[src/rtl/mem_arbiter.sv]
// mem_arbiter: shares one memory port between a read-only fetch port and a
// load/store port. Ports: clk, rst (async, active-low); fetch if_req/if_addr ->
// if_gnt/if_rvalid/if_rdata; load/store ls_req/ls_we/ls_addr/ls_wdata ->
// ls_gnt/ls_rvalid/ls_rdata; memory mem_addr/mem_data_out/mem_ren/mem_wen,
// mem_data_in (read data one cycle after mem_ren). All outputs registered.
// Build option: MEM_ARBITER_RR_EN selects round-robin, otherwise ls has priority.
`timescale 1ns/1ps
module mem_arbiter #(
    parameter int ADDR_W = 32,
    parameter int DATA_W = 32
) (
    input  logic              clk,
    input  logic              rst,
    input  logic              if_req,
    input  logic [ADDR_W-1:0] if_addr,
    output logic              if_gnt,
    output logic              if_rvalid,
    output logic [DATA_W-1:0] if_rdata,
    input  logic              ls_req,
    input  logic              ls_we,
    input  logic [ADDR_W-1:0] ls_addr,
    input  logic [DATA_W-1:0] ls_wdata,
    output logic              ls_gnt,
    output logic              ls_rvalid,
    output logic [DATA_W-1:0] ls_rdata,
    output logic [ADDR_W-1:0] mem_addr,
    output logic [DATA_W-1:0] mem_data_out,
    output logic              mem_ren,
    output logic              mem_wen,
    input  logic [DATA_W-1:0] mem_data_in
);

    typedef enum logic [1:0] {IDLE, ACCESS, RESP} state_t;

    state_t            state, state_d;
    logic              owner, owner_d;   // 1: load/store port owns the transfer
    logic              pick_ls;
    logic              if_gnt_d, ls_gnt_d;
    logic              if_rvalid_d, ls_rvalid_d;
    logic [DATA_W-1:0] if_rdata_d, ls_rdata_d;
    logic [ADDR_W-1:0] mem_addr_d;
    logic [DATA_W-1:0] mem_data_out_d;
    logic              mem_ren_d, mem_wen_d;
`ifdef MEM_ARBITER_RR_EN
    logic              last_ls, last_ls_d;
`endif

    // Winner among pending requests; when only if_req is high this is 0.
    always_comb begin
`ifdef MEM_ARBITER_RR_EN
        pick_ls = ls_req && (!if_req || !last_ls);
`else
        pick_ls = ls_req;
`endif
    end

    // Outputs are computed one state ahead so that they leave flops.
    always_comb begin
        state_d        = state;
        owner_d        = owner;
        if_gnt_d       = 1'b0;
        ls_gnt_d       = 1'b0;
        if_rvalid_d    = 1'b0;
        ls_rvalid_d    = 1'b0;
        if_rdata_d     = if_rdata;
        ls_rdata_d     = ls_rdata;
        mem_addr_d     = mem_addr;
        mem_data_out_d = mem_data_out;
        mem_ren_d      = 1'b0;
        mem_wen_d      = 1'b0;
`ifdef MEM_ARBITER_RR_EN
        last_ls_d      = last_ls;
`endif
        unique case (state)
            IDLE: begin
                if (if_req || ls_req) begin
                    state_d = ACCESS;
                    owner_d = pick_ls;
`ifdef MEM_ARBITER_RR_EN
                    last_ls_d = pick_ls;
`endif
                    if (pick_ls) begin
                        ls_gnt_d       = 1'b1;
                        mem_addr_d     = ls_addr;
                        mem_data_out_d = ls_wdata;
                        mem_ren_d      = !ls_we;
                        mem_wen_d      = ls_we;
                    end else begin
                        // Fetch never writes: mem_data_out keeps its value.
                        if_gnt_d   = 1'b1;
                        mem_addr_d = if_addr;
                        mem_ren_d  = 1'b1;
                    end
                end
            end
            ACCESS: begin
                state_d = mem_wen ? IDLE : RESP;
            end
            RESP: begin
                state_d = IDLE;
                if (owner) begin
                    ls_rdata_d  = mem_data_in;
                    ls_rvalid_d = 1'b1;
                end else begin
                    if_rdata_d  = mem_data_in;
                    if_rvalid_d = 1'b1;
                end
            end
            default: state_d = IDLE;
        endcase
    end

    always_ff @(posedge clk or negedge rst) begin
        if (!rst) begin
            state        <= IDLE;
            owner        <= 1'b0;
            if_gnt       <= 1'b0;
            ls_gnt       <= 1'b0;
            if_rvalid    <= 1'b0;
            ls_rvalid    <= 1'b0;
            if_rdata     <= '0;
            ls_rdata     <= '0;
            mem_addr     <= '0;
            mem_data_out <= '0;
            mem_ren      <= 1'b0;
            mem_wen      <= 1'b0;
`ifdef MEM_ARBITER_RR_EN
            last_ls      <= 1'b0;
`endif
        end else begin
            state        <= state_d;
            owner        <= owner_d;
            if_gnt       <= if_gnt_d;
            ls_gnt       <= ls_gnt_d;
            if_rvalid    <= if_rvalid_d;
            ls_rvalid    <= ls_rvalid_d;
            if_rdata     <= if_rdata_d;
            ls_rdata     <= ls_rdata_d;
            mem_addr     <= mem_addr_d;
            mem_data_out <= mem_data_out_d;
            mem_ren      <= mem_ren_d;
            mem_wen      <= mem_wen_d;
`ifdef MEM_ARBITER_RR_EN
            last_ls      <= last_ls_d;
`endif
        end
    end

endmodule
[config.mk]
export PLATFORM = sky130hd
export DESIGN_NAME = mem_arbiter
export DESIGN_NICKNAME = d
export VERILOG_FILES = /design/src/rtl/mem_arbiter.sv
export SDC_FILE = /design/constraint.sdc
export NUM_CORES = 1
export LEC_CHECK = 0
export CAP_MARGIN = 20
export CORE_MARGIN = 1
export CORE_UTILIZATION = 37
export DETAILED_ROUTE_END_ITERATION = 10
export PLACE_DENSITY = 0.77
export SYNTH_ARGS = -nofsm -noshare
export SYNTH_HDL_FRONTEND = slang
export SYNTH_SLANG_ARGS = --single-unit
[constraint.sdc]
create_clock -name clk -period 1.5 [get_ports clk]
set_clock_uncertainty 0.2 [all_clocks]
set_input_delay 0.15 -clock clk [delete_from_list [all_inputs] [get_ports clk]]
set_output_delay 0.15 -clock clk [all_outputs]
set_load 0.02 [all_outputs]
# == Yosys cells after proc, flatten, opt, wreduce, memory -nomap -nowiden ==
# Index checks and enable logic that the tools add are counted.
# Widths: inputs -> output; s select.
# classes
n_eq_ne,3
mux,20
bitwise,1
n_reduce_logical,7
# op_table
operator,count
$mux 32,1
$mux 1,16
$reduce_and 2->1,3
$mux 2,2
$pmux 2 s2,1
$reduce_and 3->1,1
$eq 2x1->1 const B,1
$eq 2x2->1 const B,1
$logic_not 2->1,1
$ne 2x2->1 const B,1
$logic_not 1->1,1
$logic_or 1x1->1,1
$not 1->1,1
# word_totals
regBits,137
input_bits,133
out_inout_bits,134
word_cells,43

# == Logic depth before layout (Yosys ltp) ==
# logic_depth
word_depth,4
depth_mapped,5
mapped_depth_nobuf,3

# == Least setup slack after synthesis ==
# OpenSTA, ideal clock, no wires.
# synth_path
path_kind,register to register
startpoint,register state[0]
endpoint,register mem_addr[10]
setup_time_ns,0.125
arrival_time_ns,1.305
t_required_ns,1.175
slack_ns,-0.129
stages_incl_launch_ff,6
n_path_buf,2
period_less_slack_ns,1.629
cell_sequence,dfrtp_1 nor2_2 o21a_1 buf_6 buf_6 mux2_2
# synth_between
elab_chain_cells,2
# synth_rtl
element,line_no,source
start: declaration,35,"state_t state, state_d;"
start signal: assignment,131,state <= state_d;
$logic_not 2->1,74,unique case (state)
$reduce_and 2->1 (no line),-,
end signal: assignment,139,mem_addr <= mem_addr_d;
end: declaration,26,"output logic [ADDR_W-1:0] mem_addr,"
# Every way passes these cells.
# A chain may end at the register's enable or synchronous reset.

# == Worst setup path after layout ==
# layout_path
startpoint,register state[0]
endpoint,register ls_rdata[11]
# layout_between
elab_chain_cells,2
# layout_rtl
element,line_no,source
$eq 2x2->1,74,
$reduce_and 2->1 (no line),-,
end signal: assignment,138,ls_rdata <= ls_rdata_d;
end: declaration,25,"output logic [DATA_W-1:0] ls_rdata,"
# Every way passes these cells.

==> results.yml <==
power:
  power.leakage_nw: 4.42
  power.density_nw_per_um2: 2170
  peakVddDrop_mv: 1.05
sta:
  hold_viol_final: 0
  drv_slew: 0
  hold_ws_ns: 0.0376
  finalWorstSetupSlack_ns: -0.167
  setup_violations: 128
  rsz0062_at_grt: "yes"
  final.setup.tns_ns: -14.65
  finalCritPeriodShare: 1.11
  relSlewSlack: 0.700
  fmax_mhz: 600
  worst_pin_slew_ns: 0.450
  period_needed_ns: 1.67
floorplan:
  initial_core_util: 0.382
  num_rows: 44
  core-area_um2: 14700
  die_area_um2: 15700
  io_pins: 267
  die_x_um: 125
  die_h_um: 125
place:
  placed_cell_area_um2: 8800
  finalWeightedCongestion: 0.743
  placedCellCount: 783
  place_ws_ns: -0.391
  hpwl_um: 10500
  portBuffers: 266
worst_setup_path:
  start_kind: "flop"
  crit_path_max_incr_delay_ns: 0.44
  endpoint: "ls_rdata[11]"
  cp_top_family: "buffers and inverters"
  rr_endpoint: "ls_rdata[11]"
  cpMaxStageDelayCell: "dfrtp_2"
  path_cells: "buf_4, nand3b_1, buf_6, buf_12, mux2_2"
  end_kind: "flop"
  reg2reg_from: "state[0]"
  crit_fanout: 17
  worst-path-stages: 5
  r2r_setup_slack_ns: -0.17
  reg2regPathDepth: 5
  worstPathRequired_ns: 1.59
  path_class: "flop to flop"
  arrival_ns: 1.76
  crit_start: "state[0]"
  cp.buffers_inverters: 3
logic_synthesis:
  syn_area_um2: 5620
  yosys.area_share.simple: 0.0120
  synth_fa_ha_area_frac: 0
  yosysSeqAreaShare: 0.610
  synthMuxAreaShare: 0.341
  synth_cell_types: 19
  synth_top_family_by_area: "multiplexers"
  synth.avg_cell_area_um2: 17.2
  synthCells: 327
  syn-num-nets: 460
  ys_warn_count: 0
  synth_compound_area_frac: 0.00401
  ys_ff_latch: 137
  synth_xor_xnor_area_share: 0
clocking:
  cts_buffer_depth: 2
  clk_pin_slew_worst_paths_ns: 0.06
  cts_made_buffers: 17
  cts_tree: "built"
  cts.htree.levels: 4
  ctsRootBufferMaster: "clkbuf_16"
  cts_sinks: 137
  clk_latency_ns: 0.41
status:
  violations: "DRC, setup timing"
  outcome: "finished, violations left"
grt:
  antenna_found_initial: 0
  grt_start_max_net_pins: 44
  grt_pass1_wl_um: 24200
  grt_overflow: 0
  grt_pass1_vias: 4446
  track_usage: 0.202
job:
  maxCapViolations: 0
detailed_routing:
  drc: 17
  wl_per_cell_um: 18.5
  drt_iter0_markers: 124
  viasPerCell: 4.75
  vias: 3975
  drt-pass1-iter-count: 7
  detail-route-antenna-nets: 0
  finalWirelength_um: 15500
finish:
  nNetsFinal: 773
  antenna_cells: 0
  area_growth_pct: 73.3
  final_cells: 837
  nFillCells: 1091
  final_area_um2: 9740
  drive_gt1_frac: 0.377
min_path:
  holdCritPathClass: "input pin to asynchronous set/reset pin"
==> through the flow <==
| step | total power, W | utilization |
|---|---|---|
| 2_1_floorplan | 0.0124 | - |
| 3_3_place_gp | 0.0171 | 0.598 |
| 3_5_place_dp | 0.0174 | 0.598 |
| 4_1_cts | 0.0210 | 0.653 |
| 5_1_grt | 0.0222 | 0.663 |
| 6_report | 0.0212 | 0.663 |
==> per-layer routing <==
metal  wire [µm]  share of wire  track usage
met4         296          0.019       0.0825
met3        1120          0.072       0.0642
met5           0              0            0
met2        7800           0.50        0.344
met1        6300           0.41        0.237
==> cells in the final DEF (no fill, tap or decap), drive strengths merged <==
cell / n
clkdlybuf4s15: 81
nand3b: 1
and3: 1
and2: 1
a21boi: 1
mux2: 160
clkinv: 3
nor4b: 1
buf: 42
clkinvlp: 3
nor2: 1
inv: 1
dlygate4sd3: 1
clkbuf: 35
o21a: 1
clkdlybuf4s50: 131
dlygate4sd2: 47
nand2: 1
dfrtp: 137
bufinv: 1
a21o: 1
nor3b: 2
==> Yosys cell counts (all sizes together) <==
cell | instances | area share
nor3b | 2 | 0.0047
nand3b | 1 | 0.0013
buf | 18 | 0.032
nor2 | 1 | 0.0011
a21boi | 1 | 0.0013
mux2 | 160 | 0.34
and2 | 1 | 0.0016
a21o | 1 | 0.0013
o21a | 1 | 0.0013
nand2 | 1 | 0.00067
inv | 1 | 0.00067
and3 | 1 | 0.0011
nor4b | 1 | 0.0016
dfrtp | 137 | 0.61
==> where the power goes <==
part           switching (W)  total, W  internal [W]  leakage (nW)
sequential           0.00107   0.00665       0.00558          1.62
combinational        0.00481    0.0106       0.00582          2.54
clock                0.00148   0.00388       0.00240         0.263
==> worst reg2reg max path: cells and delay by family, from the launching register on <==
family | cells | cell delay [ns]
simple gates | 1 | 0.16
buf+inv | 3 | 0.46
mux | 1 | 0.29
flops | 1 | 0.44
==> sequential cells by signal (all words and copies together) (netlist names) <==
register,count
if_gnt,1
mem_data_out,32
owner,1
if_rdata,32
ls_rdata,32
if_rvalid,1
ls_rvalid,1
mem_addr,32
mem_ren,1
mem_wen,1
state,2
ls_gnt,1
==> kinds of logic (layout without fill, tap and decap cells) <==
group                  after synthesis  in the layout
AOI/OAI and AO/OA                    3              3
muxes                              160            160
DFF                                137            137
and+or+nand+nor                      8              8
buffers and inverters               19            345
==> layout make-up <==
cell class | count | area, µm² | area share
flip-flops and latches | 137 | 3430 | 0.352
repair buffers | 312 | 3260 | 0.334
clock buffers | 25 | 485 | 0.0498
clock inverters | 7 | 67.6 | 0.00693
well taps | 184 | 230 | 0.0236
inverters | 1 | 3.75 | 0.000385
multi-input cells | 171 | 2270 | 0.233
==> how the worst min path moves through the flow <==
stage | start | to | slack (ns)
after floorplan | rst | if_gnt | -0.35
after global placement | rst | ls_rdata[18] | -0.1
after detailed placement | rst | ls_rdata[18] | -0.09
after CTS | rst | ls_rdata[18] | 0.04
after global routing | rst | ls_rdata[18] | 0.07
final | rst | ls_rdata[18] | 0.04
==> what timing repair did <==
item | CTS | global route
endpoints found under the hold margin | 137 | 0
endpoints found under the setup margin | 262 | 208
hold buffers | 1 | 0
setup buffers | 11 | 3
pin swaps | 1 | 2
gates cloned | 6 | 5
gates resized for setup | 187 | 93
Note: power is estimated with default switching activity, not from simulation.
